### src/rtl/distribute_pkg.sv
// Shared command encodings and entry layout for the 1x2 distribution path.
// Used by both the ingress sequencer and distribute_1x2_seq.
package distribute_pkg;

    localparam logic [1:0] CMD_NA   = 2'b00;
    localparam logic [1:0] CMD_LOW  = 2'b01;
    localparam logic [1:0] CMD_HIGH = 2'b10;
    localparam logic [1:0] CMD_DUP  = 2'b11;

    localparam int ENTRY_DATA_WIDTH = 32;

    typedef struct packed {
        logic [1:0]                  dest;
        logic [ENTRY_DATA_WIDTH-1:0] data;
    } entry_t;

    // A word may issue only if none of the branches it targets is stalled.
    function automatic logic dest_clear(input logic [1:0] dest, input logic [1:0] stall);
        return (dest & stall) == CMD_NA;
    endfunction

    function automatic logic [15:0] sat_inc16(input logic [15:0] v);
        return (v == 16'hFFFF) ? v : v + 16'd1;
    endfunction

endpackage

### src/rtl/distribute_1x2_ingress_fifo.sv
// Synchronous FIFO with registered pointers and occupancy count.
// Full/empty come from the count; pointers wrap naturally (DEPTH is a power of 2).
module fifo_sync_seq #(
    parameter int DATA_WIDTH = 34,
    parameter int DEPTH      = 4,
    localparam int AW        = $clog2(DEPTH)
) (
    input  logic                  clk,
    input  logic                  rst,
    input  logic                  push,
    input  logic [DATA_WIDTH-1:0] push_data,
    input  logic                  pop,
    output logic [DATA_WIDTH-1:0] head_data,
    output logic                  full,
    output logic                  empty,
    output logic [AW:0]           count
);

    logic [DATA_WIDTH-1:0] mem_q [DEPTH];
    logic [DATA_WIDTH-1:0] mem_d [DEPTH];
    logic [AW-1:0]         wr_ptr_q, wr_ptr_d;
    logic [AW-1:0]         rd_ptr_q, rd_ptr_d;
    logic [AW:0]           count_q, count_d;
    logic                  do_push, do_pop;

    assign full      = (count_q == (AW+1)'(DEPTH));
    assign empty     = (count_q == '0);
    assign count     = count_q;
    assign head_data = mem_q[rd_ptr_q];

    always_comb begin
        do_push  = push && !full;
        do_pop   = pop && !empty;
        mem_d    = mem_q;
        wr_ptr_d = wr_ptr_q;
        rd_ptr_d = rd_ptr_q;
        count_d  = count_q;
        if (do_push) begin
            mem_d[wr_ptr_q] = push_data;
            wr_ptr_d        = wr_ptr_q + AW'(1);
        end
        if (do_pop) begin
            rd_ptr_d = rd_ptr_q + AW'(1);
        end
        case ({do_push, do_pop})
            2'b10:   count_d = count_q + (AW+1)'(1);
            2'b01:   count_d = count_q - (AW+1)'(1);
            default: count_d = count_q;
        endcase
    end

    always_ff @(posedge clk) begin
        if (rst) begin
            wr_ptr_q <= '0;
            rd_ptr_q <= '0;
            count_q  <= '0;
        end else begin
            wr_ptr_q <= wr_ptr_d;
            rd_ptr_q <= rd_ptr_d;
            count_q  <= count_d;
        end
    end

    // Storage needs no reset: entries are only read when the count says they are valid.
    always_ff @(posedge clk) begin
        mem_q <= mem_d;
    end

endmodule

### src/rtl/distribute_1x2_ingress.sv
// Ingress buffer for distribute_1x2_seq: queues destination-tagged words and
// issues each one only when all of its target branches are unstalled.
module distribute_1x2_ingress
    import distribute_pkg::*;
#(
    parameter int DATA_WIDTH     = 32,
    parameter int COMMMAND_WIDTH = 2,
    parameter int FIFO_DEPTH     = 4,
    localparam int CW            = $clog2(FIFO_DEPTH) + 1
) (
    input  logic                      clk,
    input  logic                      rst,
    input  logic                      i_valid,
    output logic                      i_ready,
    input  logic [DATA_WIDTH-1:0]     i_data_bus,
    input  logic [COMMMAND_WIDTH-1:0] i_dest,
    input  logic                      i_en,
    input  logic [1:0]                i_branch_stall,
    output logic                      o_valid,
    output logic [DATA_WIDTH-1:0]     o_data_bus,
    output logic [COMMMAND_WIDTH-1:0] o_cmd,
    output logic                      o_en,
    output logic [CW-1:0]             o_count,
    output logic [15:0]               o_drop_cnt
);

    typedef struct packed {
        logic [COMMMAND_WIDTH-1:0] dest;
        logic [DATA_WIDTH-1:0]     data;
    } slot_t;

    slot_t                     push_slot, head_slot;
    logic                      fifo_full, fifo_empty;
    logic                      accept, push, drop, issue;
    logic                      o_valid_q, o_valid_d;
    logic [DATA_WIDTH-1:0]     o_data_bus_q, o_data_bus_d;
    logic [COMMMAND_WIDTH-1:0] o_cmd_q, o_cmd_d;
    logic                      o_en_q, o_en_d;
    logic [15:0]               drop_cnt_q, drop_cnt_d;

    // Handshake: a word transfers on any edge where i_valid && i_ready; i_ready
    // depends only on reset and current occupancy, never on a same-cycle pop.
    assign i_ready   = !rst && !fifo_full;
    assign push_slot = '{dest: i_dest, data: i_data_bus};

    fifo_sync_seq #(
        .DATA_WIDTH ($bits(slot_t)),
        .DEPTH      (FIFO_DEPTH)
    ) u_fifo (
        .clk       (clk),
        .rst       (rst),
        .push      (push),
        .push_data (push_slot),
        .pop       (issue),
        .head_data (head_slot),
        .full      (fifo_full),
        .empty     (fifo_empty),
        .count     (o_count)
    );

    always_comb begin
        accept       = i_valid && i_ready;
        push         = accept && (i_dest != CMD_NA);
        drop         = accept && (i_dest == CMD_NA);
        issue        = !rst && !fifo_empty && i_en && dest_clear(head_slot.dest, i_branch_stall);
        o_valid_d    = issue;
        o_data_bus_d = issue ? head_slot.data : '0;
        o_cmd_d      = issue ? head_slot.dest : CMD_NA;
        o_en_d       = i_en;
        drop_cnt_d   = drop ? sat_inc16(drop_cnt_q) : drop_cnt_q;
    end

    always_ff @(posedge clk) begin
        if (rst) begin
            o_valid_q    <= 1'b0;
            o_data_bus_q <= '0;
            o_cmd_q      <= CMD_NA;
            o_en_q       <= 1'b0;
            drop_cnt_q   <= '0;
        end else begin
            o_valid_q    <= o_valid_d;
            o_data_bus_q <= o_data_bus_d;
            o_cmd_q      <= o_cmd_d;
            o_en_q       <= o_en_d;
            drop_cnt_q   <= drop_cnt_d;
        end
    end

    assign o_valid    = o_valid_q;
    assign o_data_bus = o_data_bus_q;
    assign o_cmd      = o_cmd_q;
    assign o_en       = o_en_q;
    assign o_drop_cnt = drop_cnt_q;

endmodule

### config.mk
export PLATFORM = sky130hd
export DESIGN_NAME = distribute_1x2_ingress
export DESIGN_NICKNAME = d
export VERILOG_FILES = /design/src/rtl/distribute_pkg.sv /design/src/rtl/distribute_1x2_ingress_fifo.sv /design/src/rtl/distribute_1x2_ingress.sv
export SDC_FILE = /design/constraint.sdc
export NUM_CORES = 1
export LEC_CHECK = 0
export CAP_MARGIN = 10
export CELL_PAD_IN_SITES_DETAIL_PLACEMENT = 1
export CELL_PAD_IN_SITES_GLOBAL_PLACEMENT = 2
export CORE_MARGIN = 1
export CORE_UTILIZATION = 36
export CTS_CLUSTER_DIAMETER = 50
export CTS_CLUSTER_SIZE = 16
export DETAILED_ROUTE_END_ITERATION = 8
export GPL_TIMING_DRIVEN = 0
export PLACE_DENSITY = 0.79
export SYNTH_ARGS = -nofsm -noshare
export SYNTH_HDL_FRONTEND = slang
export SYNTH_SLANG_ARGS = --single-unit
### constraint.sdc
create_clock -name clk -period 2.65 [get_ports clk]
set_input_delay 0.3975 -clock clk [delete_from_list [all_inputs] [get_ports clk]]
set_output_delay 0.3975 -clock clk [all_outputs]
set_load 0.01 [all_outputs]
==> impl_results.md <==
* Commonest non-fill, non-tap cell in the layout: edfxtp_1
* Combinational power share at 0.054
* Routed Antenna Nets at 0
* Starting Density at 0.368
* Pre-CTS WS at -635 ps
* Largest net degree at the start of global routing at 25
* Die Area at 20500 µm²
* Final WL at 15100 µm
* Worst Tran Pin Value at 698 ps
* Leak Pwr at 0.00298 µW
* Yosys top cell by area: edfxtp_1
* Reg area at 5270 µm²
* CTS tree: done
* DR vias at 3935
* Setup CP Type: flip-flop to flip-flop
* Hold Path Class: primary input to flip-flop
* First-pass iteration count of the detailed router at 6
* Post-DR wirelength/cell at 18.8 µm
* Ranking of synthesized cells by area: edfxtp_1 57%, dfxtp_1 16%, mux4_2 10%
* Critical path's top delay family: adder cells
* Core area at 19500 µm²
* Rel. slew slack at 0.535
* Int Pwr at 4920 µW
* Max-cap violation count at 0
* Crit. End Element: flip-flop
* CTS hold repair buffers at 0
* Synth cell types at 43
* Sequential Power Share at 0.533
* Fin worst setup slack at 96.0 ps
* Synthesis Warnings at 0
* Worst path required time at 3010 ps
* CP bufs+invs at 4
* Critical path launch point type: flip-flop
* Final setup vio count at 0
* Fin crit period at 2550 ps
* CP Max Fanout at 2
* Worst Path Arrival at 2910 ps
* Worst-skew pair later-pin latency at 420 ps
* Layout area overhead at 28.8%
* Post-Synthesis Cells at 400
* Clk buf depth at 2
* Syn_area_per_cell at 17.9 µm²
* GR Overflow Total at 0
* Synth top area share at 0.570
* P per Cell Area at 677 nW/µm²
* Final Max Slew Viols at 0
* Post-synthesis sequential area ratio at 0.735
* Post-Syn Area at 7170 µm²
* Max IR drop VDD at 0.392 mV
* CTS Root Cell: clkbuf_16
* Outcome: complete, no violations
* Num rows at 51
* CP peak stage delay at 340 ps
* # fillers at 1886
* TritonCTS Buffers at 17
* Clock power frac at 0.413
* Part of the cycle the worst path needs at 0.964
* Commonest non-fill, non-tap cells in the layout: 136 x edfxtp_1, 94 x clkdlybuf4s50_1, 58 x dfxtp_1
* Yosys reg bits at 195
* Drc violations at 0
* Worst path slowest cell: dfxtp_2
* R2r setup slk at 100 ps
* Layout Nets at 570
* Worst path cell trace: buf_12 > mux2_4 > a311oi_4 > nand3_4 > buf_8 > inv_4 > ha_4 > inv_1 > fa_2 > xor2_1 > or3_1 > a21oi_1
* Global-route wire length before repair at 23600 µm
* DPL Wire Length at 9790 µm
* CTS clk-pin slew, worst paths at 70 ps
* Antenna cells at 0
* Initial DRC count at 166
* RSZ-0062 raised after global routing: false
* Final Hold Vio Count at 0
* Die Wd at 143 µm
* # clock sinks at 195
* Syn Nets at 447
* P_sw at 1330 µW
* Achievable frequency at 0.392 GHz
* DR vias/cell at 4.91
* Clock Skews at 10.2 ps
* # IOs at 96
* Total GRT Usage at 0.159
* Sw Share at 0.214
* Multi-input logic area at 1820 µm²
* Htree depth at 4
* Layout cell share with drive strength beyond 1 at 0.194
* Hold WS at 296 ps
* GP Congestion at 0.810
* Port Buf Inserts at 94
* Number of antenna violations at the first check in global routing at 1
* Die Ht at 143 µm
* Vias in the first global route at 4283
layout make-up:
class,count,area share
Buffer,16,0.0110
Timing Repair Buffer,104,0.116
Sequential cell,195,0.571
Multi-Input combinational cell,177,0.197
Clock inverter,15,0.0190
Inverter,12,0.00515
Clock buffer,17,0.0461
Tap cell,265,0.0359
per-stage QoR:
stage               area, µm²  total power, µW  setup TNS (ps)   util  cells
finish                   9230             6250               0  0.474    801
global route             9230             6460               0  0.474    801
global placement         8450             3710         -163480  0.434    759
CTS                      9220             6340               0  0.474    801
detailed placement       8530             3730          -44510  0.438    763
floorplan                7170             3560               0      -    400
cell families (layout without fill, tap and decap cells):
family                     after synthesis  count (layout)  synth area share
xor gates and xnor gates                 3               3           0.00367
AOI/OAI and AO/OA                       32              32            0.0314
buffers and inverters                   28             164            0.0185
and+or+nand+nor                         94              94            0.0822
muxes                                   41              41             0.116
adders and majority gates                7               7            0.0133
DFF                                    195             195             0.735
Yosys cell counts:
cell      number
a311oi_2       1
mux4_1         1
and3_1         1
and2_1         4
buf_6          2
inv_1         12
nor2b_1       26
nor4b_4        1
a21oi_1       10
buf_4          1
o311ai_0       5
nand3_2        1
nand4_1        8
and2b_1        6
or3_1          3
ha_1           6
dfxtp_1       59
nand3_1        5
nand2b_1       1
nor4b_1        1
mux2_4         1
nor4_2         1
fa_1           1
mux2i_1        6
mux4_2        32
mux2_2         1
xnor2_1        1
xor2_1         2
o21ba_2        1
o31ai_1        5
clkbuf_1       6
nor3_1         4
edfxtp_1     136
nand3b_1       1
o21ai_0        5
nand2_1       10
nor2_1         9
o41ai_1        5
buf_2          7
and4_1         3
or4_1          5
or3b_2         2
nor3b_1        2
path summary, 6_finish.rpt:
| check | startpoint | to | cells past startpoint |
|---|---|---|---|
| setup / recovery | u_fifo.rd_ptr_q[0]$_SDFFE_PP0P_ | u_fifo.count[2]$_SDFFE_PP0P_ | 12 |
| hold / removal | rst | o_drop_cnt[1]$_SDFFE_PP0P_ | 2 |
| setup reg to reg | u_fifo.rd_ptr_q[0]$_SDFFE_PP0P_ | u_fifo.count[2]$_SDFFE_PP0P_ | 12 |
| hold reg to reg | o_drop_cnt[11]$_SDFFE_PP0P_ | o_drop_cnt[11]$_SDFFE_PP0P_ | 1 |
state kept, by name (all words and copies together), names as in the netlist:
signal and count:
o_cmd 2, o_data_bus 32, o_drop_cnt 16, o_en 1, o_valid 1, u_fifo.count 3, u_fifo.mem_q 136, u_fifo.rd_ptr_q 2
u_fifo.wr_ptr_q 2
metal layers:
layer	GRT usage	vias to the layer above	share of wire
met5	0	-	0.00073
met1	0.201	2015	0.44
li1	-	1814	-
met4	0.0560	2	0.012
met2	0.265	89	0.50
met3	0.0376	15	0.044
power by group through the flow:
stage               clock (µW)  combinational, µW  sequential [µW]
floorplan                    0                156             3400
global placement             0                311             3400
detailed placement           0                328             3400
CTS                       2660                348             3330
global route              2760                370             3330
finish                    2580                339             3330
repair_timing:
item / 4_1_cts / 5_1_grt
setup buffers: 6 / 0
gates resized for setup: 9 / 2
endpoints found under the setup margin: 22 / 1
pin swaps: 2 / 3
worst reg2reg max path: stages, from the launching register on:
cell	delay, ps
dfxtp_2	340
buf_12	120
mux2_4	310
a311oi_4	320
nand3_4	120
buf_8	150
inv_4	50
ha_4	130
inv_1	50
fa_2	330
xor2_1	150
or3_1	310
a21oi_1	120
Note: power is estimated with default switching activity, not from simulation.
